`src/rtl/alu_cmd_sequencer.sv`:
```
// ---------------------------------------------------------------------------
// alu_cmd_sequencer
//
// This block is the initiator side of the 16-bit ALU breadboard interface.
// It accepts one operation command at a time over a valid/ready handshake.
// It drives the ALU operand and opcode inputs from registers, waits a
// programmable settle time, and then captures the ALU result and error.
// The captured values go back to the consumer over a valid/ready response
// handshake. A 32-bit accumulator keeps the last error-free result so that
// chained operations can reuse it as operand A.
//
// Parameters:
//   WIDTH   operand width (ALU input width)
//   RES_W   result width (ALU result width)
//   SETTLE  cycles the ALU inputs are held before capture (1..15)
//
// Ports:
//   clk         rising-edge clock
//   rst         asynchronous, active-low reset
//   cmd_valid   command present
//   cmd_ready   sequencer can accept a command (state is IDLE)
//   cmd_a       operand A
//   cmd_b       operand B
//   cmd_op      ALU opcode (0 add, 1 sub, 2 mul, 3 div, 4 mod)
//   cmd_acc     use acc[WIDTH-1:0] in place of cmd_a
//   alu_a       registered operand A to the ALU
//   alu_b       registered operand B to the ALU
//   alu_op      registered opcode to the ALU
//   alu_result  ALU result
//   alu_error   ALU error (bit0 add/sub overflow, bit1 divide/mod by zero)
//   rsp_valid   response present
//   rsp_ready   consumer accepts the response
//   rsp_result  captured result
//   rsp_error   captured error
//   acc         accumulator value
//   busy        high whenever the state is not IDLE
//
// Optional feature macro: ALU_ILLEGAL_OP_CHECK_EN
//   When this macro is defined, the block does not issue opcodes above 4 to
//   the ALU. Instead, it answers one cycle after acceptance with a zero
//   result and error 2'b11. When the macro is undefined, every opcode is
//   forwarded to the ALU.
// ---------------------------------------------------------------------------
module alu_cmd_sequencer #(
  parameter int WIDTH  = 16,
  parameter int RES_W  = 32,
  parameter int SETTLE = 2
) (
  input  logic             clk,
  input  logic             rst,
  input  logic             cmd_valid,
  output logic             cmd_ready,
  input  logic [WIDTH-1:0] cmd_a,
  input  logic [WIDTH-1:0] cmd_b,
  input  logic [3:0]       cmd_op,
  input  logic             cmd_acc,
  output logic [WIDTH-1:0] alu_a,
  output logic [WIDTH-1:0] alu_b,
  output logic [3:0]       alu_op,
  input  logic [RES_W-1:0] alu_result,
  input  logic [1:0]       alu_error,
  output logic             rsp_valid,
  input  logic             rsp_ready,
  output logic [RES_W-1:0] rsp_result,
  output logic [1:0]       rsp_error,
  output logic [RES_W-1:0] acc,
  output logic             busy
);

  // The counter reaches zero on the cycle before capture.
  // Loading SETTLE-1 therefore puts rsp_valid at edge N+SETTLE.
  localparam logic [3:0] SETTLE_LOAD = 4'(SETTLE - 1);

  typedef enum logic [1:0] {
    ST_IDLE = 2'd0,
    ST_WAIT = 2'd1,
    ST_RESP = 2'd2
  } state_e;

  state_e           state_q, state_d;
  logic [3:0]       cnt_q, cnt_d;
  logic [WIDTH-1:0] alu_a_q, alu_a_d;
  logic [WIDTH-1:0] alu_b_q, alu_b_d;
  logic [3:0]       alu_op_q, alu_op_d;
  logic             rsp_valid_q, rsp_valid_d;
  logic [RES_W-1:0] rsp_result_q, rsp_result_d;
  logic [1:0]       rsp_error_q, rsp_error_d;
  logic [RES_W-1:0] acc_q, acc_d;
`ifdef ALU_ILLEGAL_OP_CHECK_EN
  logic             illegal_q, illegal_d;
`endif

  // Next-state and datapath logic.
  // The ALU input registers change only when a command is accepted.
  // The response registers change only on capture or at the handshake.
  always_comb begin
    state_d      = state_q;
    cnt_d        = cnt_q;
    alu_a_d      = alu_a_q;
    alu_b_d      = alu_b_q;
    alu_op_d     = alu_op_q;
    rsp_valid_d  = rsp_valid_q;
    rsp_result_d = rsp_result_q;
    rsp_error_d  = rsp_error_q;
    acc_d        = acc_q;
`ifdef ALU_ILLEGAL_OP_CHECK_EN
    illegal_d    = illegal_q;
`endif

    case (state_q)
      ST_IDLE: begin
        if (cmd_valid) begin
          state_d = ST_WAIT;
`ifdef ALU_ILLEGAL_OP_CHECK_EN
          // An illegal opcode leaves the ALU inputs untouched.
          // It takes a single WAIT cycle so that the response appears at N+1.
          illegal_d = (cmd_op > 4'd4);
          if (cmd_op > 4'd4) begin
            cnt_d = '0;
          end else begin
            alu_a_d  = cmd_acc ? acc_q[WIDTH-1:0] : cmd_a;
            alu_b_d  = cmd_b;
            alu_op_d = cmd_op;
            cnt_d    = SETTLE_LOAD;
          end
`else
          alu_a_d  = cmd_acc ? acc_q[WIDTH-1:0] : cmd_a;
          alu_b_d  = cmd_b;
          alu_op_d = cmd_op;
          cnt_d    = SETTLE_LOAD;
`endif
        end
      end

      ST_WAIT: begin
        if (cnt_q == 4'd0) begin
          state_d      = ST_RESP;
          rsp_valid_d  = 1'b1;
          rsp_result_d = alu_result;
          rsp_error_d  = alu_error;
`ifdef ALU_ILLEGAL_OP_CHECK_EN
          if (illegal_q) begin
            rsp_result_d = '0;
            rsp_error_d  = 2'b11;
          end
`endif
        end else begin
          cnt_d = cnt_q - 4'd1;
        end
      end

      ST_RESP: begin
        // The accumulator only takes error-free results.
        if (rsp_ready) begin
          state_d     = ST_IDLE;
          rsp_valid_d = 1'b0;
          if (rsp_error_q == 2'b00) begin
            acc_d = rsp_result_q;
          end
        end
      end

      default: begin
        state_d = ST_IDLE;
      end
    endcase
  end

  // State register. Reset discards any pending command or response.
  always_ff @(posedge clk or negedge rst) begin
    if (!rst) begin
      state_q      <= ST_IDLE;
      cnt_q        <= '0;
      alu_a_q      <= '0;
      alu_b_q      <= '0;
      alu_op_q     <= '0;
      rsp_valid_q  <= 1'b0;
      rsp_result_q <= '0;
      rsp_error_q  <= '0;
      acc_q        <= '0;
`ifdef ALU_ILLEGAL_OP_CHECK_EN
      illegal_q    <= 1'b0;
`endif
    end else begin
      state_q      <= state_d;
      cnt_q        <= cnt_d;
      alu_a_q      <= alu_a_d;
      alu_b_q      <= alu_b_d;
      alu_op_q     <= alu_op_d;
      rsp_valid_q  <= rsp_valid_d;
      rsp_result_q <= rsp_result_d;
      rsp_error_q  <= rsp_error_d;
      acc_q        <= acc_d;
`ifdef ALU_ILLEGAL_OP_CHECK_EN
      illegal_q    <= illegal_d;
`endif
    end
  end

  // cmd_ready and busy are decoded from the registered state only.
  // This means rsp_ready has no combinational path to cmd_ready.
  assign cmd_ready  = (state_q == ST_IDLE);
  assign busy       = (state_q != ST_IDLE);
  assign alu_a      = alu_a_q;
  assign alu_b      = alu_b_q;
  assign alu_op     = alu_op_q;
  assign rsp_valid  = rsp_valid_q;
  assign rsp_result = rsp_result_q;
  assign rsp_error  = rsp_error_q;
  assign acc        = acc_q;

endmodule

```
`config.mk`:
```
export PLATFORM = sky130hd
export DESIGN_NAME = alu_cmd_sequencer
export DESIGN_NICKNAME = d
export VERILOG_FILES = /design/src/rtl/alu_cmd_sequencer.sv
export SDC_FILE = /design/constraint.sdc
export NUM_CORES = 1
export LEC_CHECK = 0
export CORE_MARGIN = 8
export CORE_UTILIZATION = 30
export CTS_BUF_LIST = sky130_fd_sc_hd__clkbuf_4 sky130_fd_sc_hd__clkbuf_8
export DETAILED_ROUTE_END_ITERATION = 7
export SYNTH_ARGS = -nofsm -noshare
export SYNTH_HDL_FRONTEND = slang
export SYNTH_SLANG_ARGS = --single-unit
```
`constraint.sdc`:
```
create_clock -name clk -period 2.75 [get_ports clk]
set_input_delay 0.55 -clock clk [delete_from_list [all_inputs] [get_ports clk]]
set_output_delay 0.55 -clock clk [all_outputs]
set_load 0.01 [all_outputs]
```
==> results of run 1 <==
## worst paths after layout
kind	startpoint	to	slack (ns)	cells past startpoint
max	state_q[1]$_DFFE_PN0P_	cmd_ready	0.32	3
min reg2reg	acc[31]$_DFFE_PN0P_	acc[31]$_DFFE_PN0P_	0.51	1
max in group asynchronous	rst	acc[31]$_DFFE_PN0P_	1.87	2
min in group clk	acc[31]$_DFFE_PN0P_	acc[31]$_DFFE_PN0P_	0.51	1
max reg2reg	cnt_q[0]$_DFFE_PN0P_	rsp_result[25]$_DFFE_PN0P_	0.58	6
min	rst	alu_a[4]$_DFFE_PN0P_	0.06	1
## kinds of logic after synthesis
| kind of cell | count (synthesis) | share of synthesized area [%] |
|---|---|---|
| AO/OA/AOI/OAI | 27 | 3.506 |
| adder cells (fa/ha/maj) | 1 | 0.2896 |
| buffers and inverters | 21 | 2.578 |
| flip-flops | 109 | 63.15 |
| multiplexers | 103 | 26.36 |
| AND/OR/NAND/NOR | 33 | 4.114 |
## where the power goes
group          switching (mW)  leakage (nW)  total (mW)  internal (mW)
logic                    1.43          1.36        3.70           2.27
clock network           0.509         0.101       0.929          0.420
registers               0.561          1.34        2.98           2.42
total                    2.50          2.80        7.61           5.11
## worst reg2reg max path, delay by kind of cell, from the launching register on
kind	cells	cell delay, ns
multiplexers	1	0.40
flip-flops	1	0.42
AND/OR/NAND/NOR	2	0.56
buffers and inverters	2	0.47
adder cells (fa/ha/maj)	1	0.21
## routing by layer
| metal | GRT usage (%) | wire, µm |
|---|---|---|
| met5 | 0 | 0 |
| met4 | 5.430 | 246 |
| met3 | 6.726 | 1369 |
| met2 | 19.76 | 5498 |
| met1 | 14.48 | 4572 |
## cell type report
type	count	area, µm²
fill	1281	7786
clock buffer	15	181.4
multi-input combinational	164	1486
clock inverter	1	5.005
inverter	6	22.52
sequential	109	2728
tap	184	230.2
timing repair buffer	187	1874
## per-stage QoR
| step | std cells | instance area, µm² | setup WS (ns) | utilization (%) | power [mW] |
|---|---|---|---|---|---|
| final | 666 | 6528 | 0.3242 | 45.60 | 7.614 |
| after global routing | 666 | 6528 | 0.2253 | 45.60 | 8.152 |
| after CTS | 666 | 6528 | 0.2943 | 45.60 | 7.765 |
| after detailed placement | 650 | 6341 | 0.5734 | 44.30 | 6.790 |
| after global placement | 650 | 6341 | 0.6660 | 44.30 | 6.705 |
| after floorplan | 294 | 4319 | 0.7739 | - | 4.612 |
## cell usage in the layout, fill, tap and decap left out
master           netlist  layout
clkdlybuf4s50_1        0     178
mux2_2                83      83
mux2i_1               17      17
nor4bb_1               1       1
dfrtp_1              109     109
o21ai_0                4       4
a31o_2                 1       1
buf_4                  0       7
nor3_4                 1       1
nand4_1                1       1
a21oi_1               18      18
ha_1                   1       1
nor3b_4                0       1
nor2_1                18      18
or2_2                  1       1
or3b_4                 1       1
clkbuf_4               0       4
or4_1                  1       1
a21o_1                 1       1
nor3b_1                1       1
o311ai_0               1       1
clkbuf_8               0      11
nand2_1                3       3
nor3_1                 3       3
buf_12                 0       2
clkinv_2               0       1
and2_1                 1       1
o21bai_1               1       1
a311oi_1               1       1
mux2_1                 3       3
inv_1                  6       6
## registers in the layout, summed over array words and instances, names as in the netlist
register	count
rsp_result	32
acc	32
rsp_error	2
alu_b	16
state_q	2
cnt_q	4
rsp_valid	1
alu_a	16
alu_op	4
==> reports/results.md, run 1 <==
| Item | Reported | Unit |
|---|---|---|
| Number of levels in the clock H-tree | 3 | - |
| Worst min-delay path class | primary input to asynchronous set/reset pin | - |
| Post-CTS Setup Inserts | 0 | - |
| Highest cell delay on the worst timing path | 0.54 | ns |
| Number of nets produced by synthesis | 370 | - |
| Number of buffers on the longest clock path | 2 | - |
| Data required time at the worst endpoint | 2.20 | ns |
| Worst vdd ir | 0.4303 | mV |
| Nets | 553 | - |
| Crit path max-delay family | buffers and inverters | - |
| Min Hold Slack | 0.06232 | ns |
| Wire length per cell after detailed routing | 17.55 | µm |
| Residual DRC | 0 | - |
| Number of hold buffers added after CTS | 0 | - |
| Yosys cell types | 28 | - |
| Slowest CP cell | dfrtp_1 | - |
| Post-Synthesis Cells | 294 | - |
| Vias in the first global route | 3273 | - |
| Total count of max-transition violations in the final report | 0 | - |
| Number of flops mapped to enable cells by yosys | 0 | - |
| Endpoint kind of the worst setup timing path | primary output | - |
| # clock sinks | 109 | - |
| Critical path launch point type | flip-flop | - |
| CP max FO | 11 | - |
| Cell row count | 44 | - |
| Height of the die | 136.0 | µm |
| Slew margin rel. | 66.69 | % |
| Effective utilization at floorplan | 30.17 | % |
| Register bit count reported by yosys | 109 | - |
| Power density normalized to cell area | 1166 | mW/mm² |
| Buffer and inverter count on the worst path | 2 | - |
| Upper clock frequency limit | 412.2 | MHz |
| Period utilization | 88.21 | % |
| Total global routing track utilization | 12.77 | % |
| Minimum clock period after layout | 2.426 | ns |
| Fin Setup TNS | 0 | ns |
| Fraction of synthesized cell area taken by the top area cell type | 63.15 | % |
| Outcome | complete, no violations | - |
| Clock tree from TritonCTS | yes | - |
| Congestion Overflow GR | 0 | - |
| Post-synth top area cell | dfrtp_1 | - |
| List of most frequent post-synthesis cells | dfrtp_1 (109), mux2_2 (83), a21oi_1 (18), nor2_1 (18), mux2i_1 (17) | - |
| Setup violations, final | 0 | - |
| Most instantiated library cell after synthesis | dfrtp_1 | - |
| Routability congestion estimate from global placement | 0.7172 | - |
| Main flop type after synthesis | dfrtp_1 | - |
| Leakage power of the design | 2.796 | nW |
| Global-route wire length before repair | 18.19 | mm |
| Area of the die | 0.01849 | mm² |
| Via density | 4.551 | - |
| Antenna Diode Count | 0 | - |
| Leading cell types by total area after synthesis | dfrtp_1 (63%), mux2_2 (22%), mux2i_1 (3.9%) | - |
| Synthesized area | 0.004319 | mm² |
| Core area | 0.01431 | mm² |
| Cells along the critical path | or2_2 > inv_1 > clkdlybuf4s50_1 | - |
| Routed Wire Length | 11.69 | mm |
| Max Cap Violations | 0 | - |
| Post-synthesis sequential area ratio | 63.15 | % |
| Layout cells sized above 1 | 23.44 | % |
| Crit path DAT | 1.88 | ns |
| Chip Width | 136.0 | µm |
| Worst Max-Slew Pin Slew | 0.4996 | ns |
| Initial antenna violation count | 0 | - |
| Clock edge transition at the registers on the reported setup and hold paths | 0.10 | ns |
| Routed vias | 3031 | - |
| Number of antenna-violating nets in the routed design | 0 | - |
| Number of buffer cells added on primary ports | 179 | - |
| Post-CTS sizing | 0 | - |
| Pre-antenna DRT Iters | 4 | - |
| Number of buffers created by CTS | 9 | - |
| Fin. Hold Viols | 0 | - |
| Crit Path Category | flip-flop to primary output | - |
| Clk root buf | clkbuf_8 | - |
| Layout Skew | 0.008138 | ns |
| Later-pin clock latency in the skew report | 0.37 | ns |
| Fraction of registers with async set or reset after synthesis | 100.0 | % |
| Signed area change from the synthesized netlist to the final layout | 51.13 | % |
| I/O pins | 180 | - |
| Pin count of the biggest net entering global routing | 54 | - |
| Synthesized area divided by synthesized cell count | 14.69 | µm² |
| Initial DRC count | 64 | - |
| HPWL after DPL | 8.586 | mm |
| RSZ-0062 raised after global routing | no | - |
| Synthesis Warnings | 0 | - |
No activity file was read; power rests on OpenSTA's default activity.
==> run 2: changes to the inputs <==
--- a/config.mk
+++ b/config.mk
@@ -5,6 +5,8 @@
 export SDC_FILE = /design/constraint.sdc
 export NUM_CORES = 1
 export LEC_CHECK = 0
+export CAP_MARGIN = 10
+export CORE_ASPECT_RATIO = 0.9
 export CORE_MARGIN = 8
 export CORE_UTILIZATION = 30
 export CTS_BUF_LIST = sky130_fd_sc_hd__clkbuf_4 sky130_fd_sc_hd__clkbuf_8
==> run 2 against run 1 <==
Sequential share of layout area about the same. Clock skew increased by 0.0072 ns. Sequential cell count unchanged. Highest routed layer unchanged.
==> reports/results.md, run 2 (synthesis gave the netlist of run 1 again) <==
| Item | Reported | Unit |
|---|---|---|
| Routed vias | 2989 | - |
| Internal portion of total power | 5.036 | mW |
| Top layer used by detailed routing | met4 | - |
| Signed area change from the synthesized netlist to the final layout | 50.96 | % |
| Critical path launch point type | flip-flop | - |
| Number of hold buffers added after CTS | 0 | - |
| Vias in the first global route | 3345 | - |
| Post-CTS Setup Inserts | 0 | - |
| Residual DRC | 0 | - |
| Crit path DAT | 1.81 | ns |
| # clock sinks | 109 | - |
| Number of cells in the finished layout apart from fillers | 676 | - |
| Detail Route met3 WL | 1.347 | mm |
| Pre-antenna DRT Iters | 4 | - |
| Highest-count cells in the layout ignoring fill and taps | clkdlybuf4s50_1 (178), dfrtp_1 (109), mux2_2 (83), a21oi_1 (18), nor2_1 (18) | - |
| Fin Setup TNS | 0 | ns |
| Minimum clock period after layout | 2.363 | ns |
| Number of buffers created by CTS | 9 | - |
| Worst min-delay path class | primary input to asynchronous set/reset pin | - |
| Routability congestion estimate from global placement | 0.7267 | - |
| Minimum setup slack among reg-to-reg paths | 0.60 | ns |
| Congestion Overflow GR | 0 | - |
| Pin count of the biggest net entering global routing | 56 | - |
| Slew margin rel. | 74.25 | % |
| Total net switching power | 2.524 | mW |
| CP max FO | 8 | - |
| Power density normalized to cell area | 1160 | mW/mm² |
| Routed Wire Length | 11.75 | mm |
| Crit Path Category | flip-flop to primary output | - |
| Nets | 555 | - |
| WL met1 | 4.707 | mm |
| Chip Width | 142.5 | µm |
| Worst setup path start | state_q[0]$_DFFE_PN0P_ | - |
| Period utilization | 85.94 | % |
| Fin. Hold Viols | 0 | - |
| Via density | 4.422 | - |
| RSZ-0062 raised after global routing | no | - |
| Cell row count | 41 | - |
| Endpoint kind of the worst setup timing path | primary output | - |
| Part of the power in the clock network | 11.4 | % |
| Outcome | complete, no violations | - |
| Antenna Diode Count | 0 | - |
| Worst vdd ir | 0.5316 | mV |
| Worst Max-Slew Pin Slew | 0.3855 | ns |
| Clock tree from TritonCTS | yes | - |
| Initial antenna violation count | 0 | - |
| Clk root buf | clkbuf_8 | - |
| Leakage power of the design | 2.789 | nW |
| Worst reg2reg startpoint | cnt_q[0]$_DFFE_PN0P_ | - |
| Data required time at the worst endpoint | 2.20 | ns |
| R2R Path End | rsp_result[23]$_DFFE_PN0P_ | - |
| Core area | 0.01406 | mm² |
| Total global routing track utilization | 13.07 | % |
| Slowest CP cell | clkdlybuf4s50_1 | - |
| Number of buffers on the longest clock path | 2 | - |
| Number of levels in the clock H-tree | 3 | - |
| Later-pin clock latency in the skew report | 0.38 | ns |
| I/O pins | 180 | - |
| Layout cells sized above 1 | 23.60 | % |
| Layout Skew | 0.01531 | ns |
| Proportion of power drawn by combinational gates | 49.4 | % |
| Number of buffer cells added on primary ports | 179 | - |
| Effective utilization at floorplan | 30.73 | % |
| Highest cell delay on the worst timing path | 0.53 | ns |
| Placed Cells | 661 | - |
| Placed Instance Area | 0.006355 | mm² |
| Global-route wire length before repair | 18.81 | mm |
| Total count of max-transition violations in the final report | 0 | - |
| Post-CTS sizing | 0 | - |
| Fraction of power spent switching nets | 33.39 | % |
| Height of the die | 129.8 | µm |
| Number of antenna-violating nets in the routed design | 0 | - |
| Cells along the critical path | or2_2 > inv_1 > clkdlybuf4s50_1 | - |
| HPWL after DPL | 8.812 | mm |
| Setup violations, final | 0 | - |
| Worst-case reg-to-reg path depth | 6 | - |
| Routed wl met2 | 5.549 | mm |
| Upper clock frequency limit | 423.1 | MHz |
| Layout Cell Area excl Fill | 0.006520 | mm² |
| Area of the die | 0.01850 | mm² |
| Leading cell type in the layout, fill and taps excluded | clkdlybuf4s50_1 | - |
| Power share of the sequential group | 39.2 | % |
| Wire length per cell after detailed routing | 17.39 | µm |
| Clock edge transition at the registers on the reported setup and hold paths | 0.09 | ns |
| Initial DRC count | 102 | - |
| Final Power | 7.560 | mW |
| Max Cap Violations | 0 | - |
[run 2: how the worst max path moves through the flow]
stage | cells after the start | endpoint
floorplan | 6 | rsp_result[10]$_DFFE_PN0P_
global placement | 6 | alu_a[9]$_DFFE_PN0P_
detailed placement | 6 | alu_a[11]$_DFFE_PN0P_
CTS | 3 | cmd_ready
global route | 3 | cmd_ready
finish | 3 | cmd_ready
[run 2: area by class of cell]
class / instances / area, µm²
fill: 1319 / 7536
tap: 193 / 241.5
clock buffer: 10 / 137.6
clock inverter: 5 / 27.53
sequential: 109 / 2728
inverter: 6 / 22.52
multi-input combinational: 164 / 1486
timing repair buffer: 189 / 1877
[run 2: power by group through the flow]
stage / Clock [mW] / Combinational (mW) / Sequential (mW)
final: 0.864 / 3.73 / 2.96
after global placement: 0 / 3.73 / 2.97
after floorplan: 0 / 1.34 / 3.27
after detailed placement: 0 / 3.80 / 3.01
after CTS: 0.924 / 3.81 / 2.98
after global routing: 0.988 / 4.03 / 3.10
[run 2: worst max-delay path: cells and delay by family, from the launching register on]
| kind | cells | cell delay, ns |
|---|---|---|
| flip-flops | 1 | 0.51 |
| AND/OR/NAND/NOR | 1 | 0.34 |
| buffers and inverters | 2 | 0.59 |
[run 2: routing by layer]
metal	global-route usage, %	vias up
li1	-	1402
met1	14.50	1457
met2	21.17	119
met3	7.119	11
met4	4.120	0
met5	0	-
[run 2: metrics by stage]
step / setup slack (ns) / hold slack (ns) / utilization [%]
after CTS: 0.3397 / 0.06985 / 46.39
after global placement: 0.6269 / 0.4878 / 45.21
final: 0.3868 / 0.09247 / 46.39
after floorplan: 0.7739 / 0.2544 / -
after detailed placement: 0.5805 / 0.4943 / 45.21
after global routing: 0.2898 / 0.08393 / 46.39
==> run 3: changes to the inputs <==
--- a/config.mk
+++ b/config.mk
@@ -5,7 +5,6 @@
 export SDC_FILE = /design/constraint.sdc
 export NUM_CORES = 1
 export LEC_CHECK = 0
-export CAP_MARGIN = 10
 export CORE_ASPECT_RATIO = 0.9
 export CORE_MARGIN = 8
 export CORE_UTILIZATION = 30
==> results of run 3 <==
The final DEF is identical to that of run 2; final timing and power are the same.
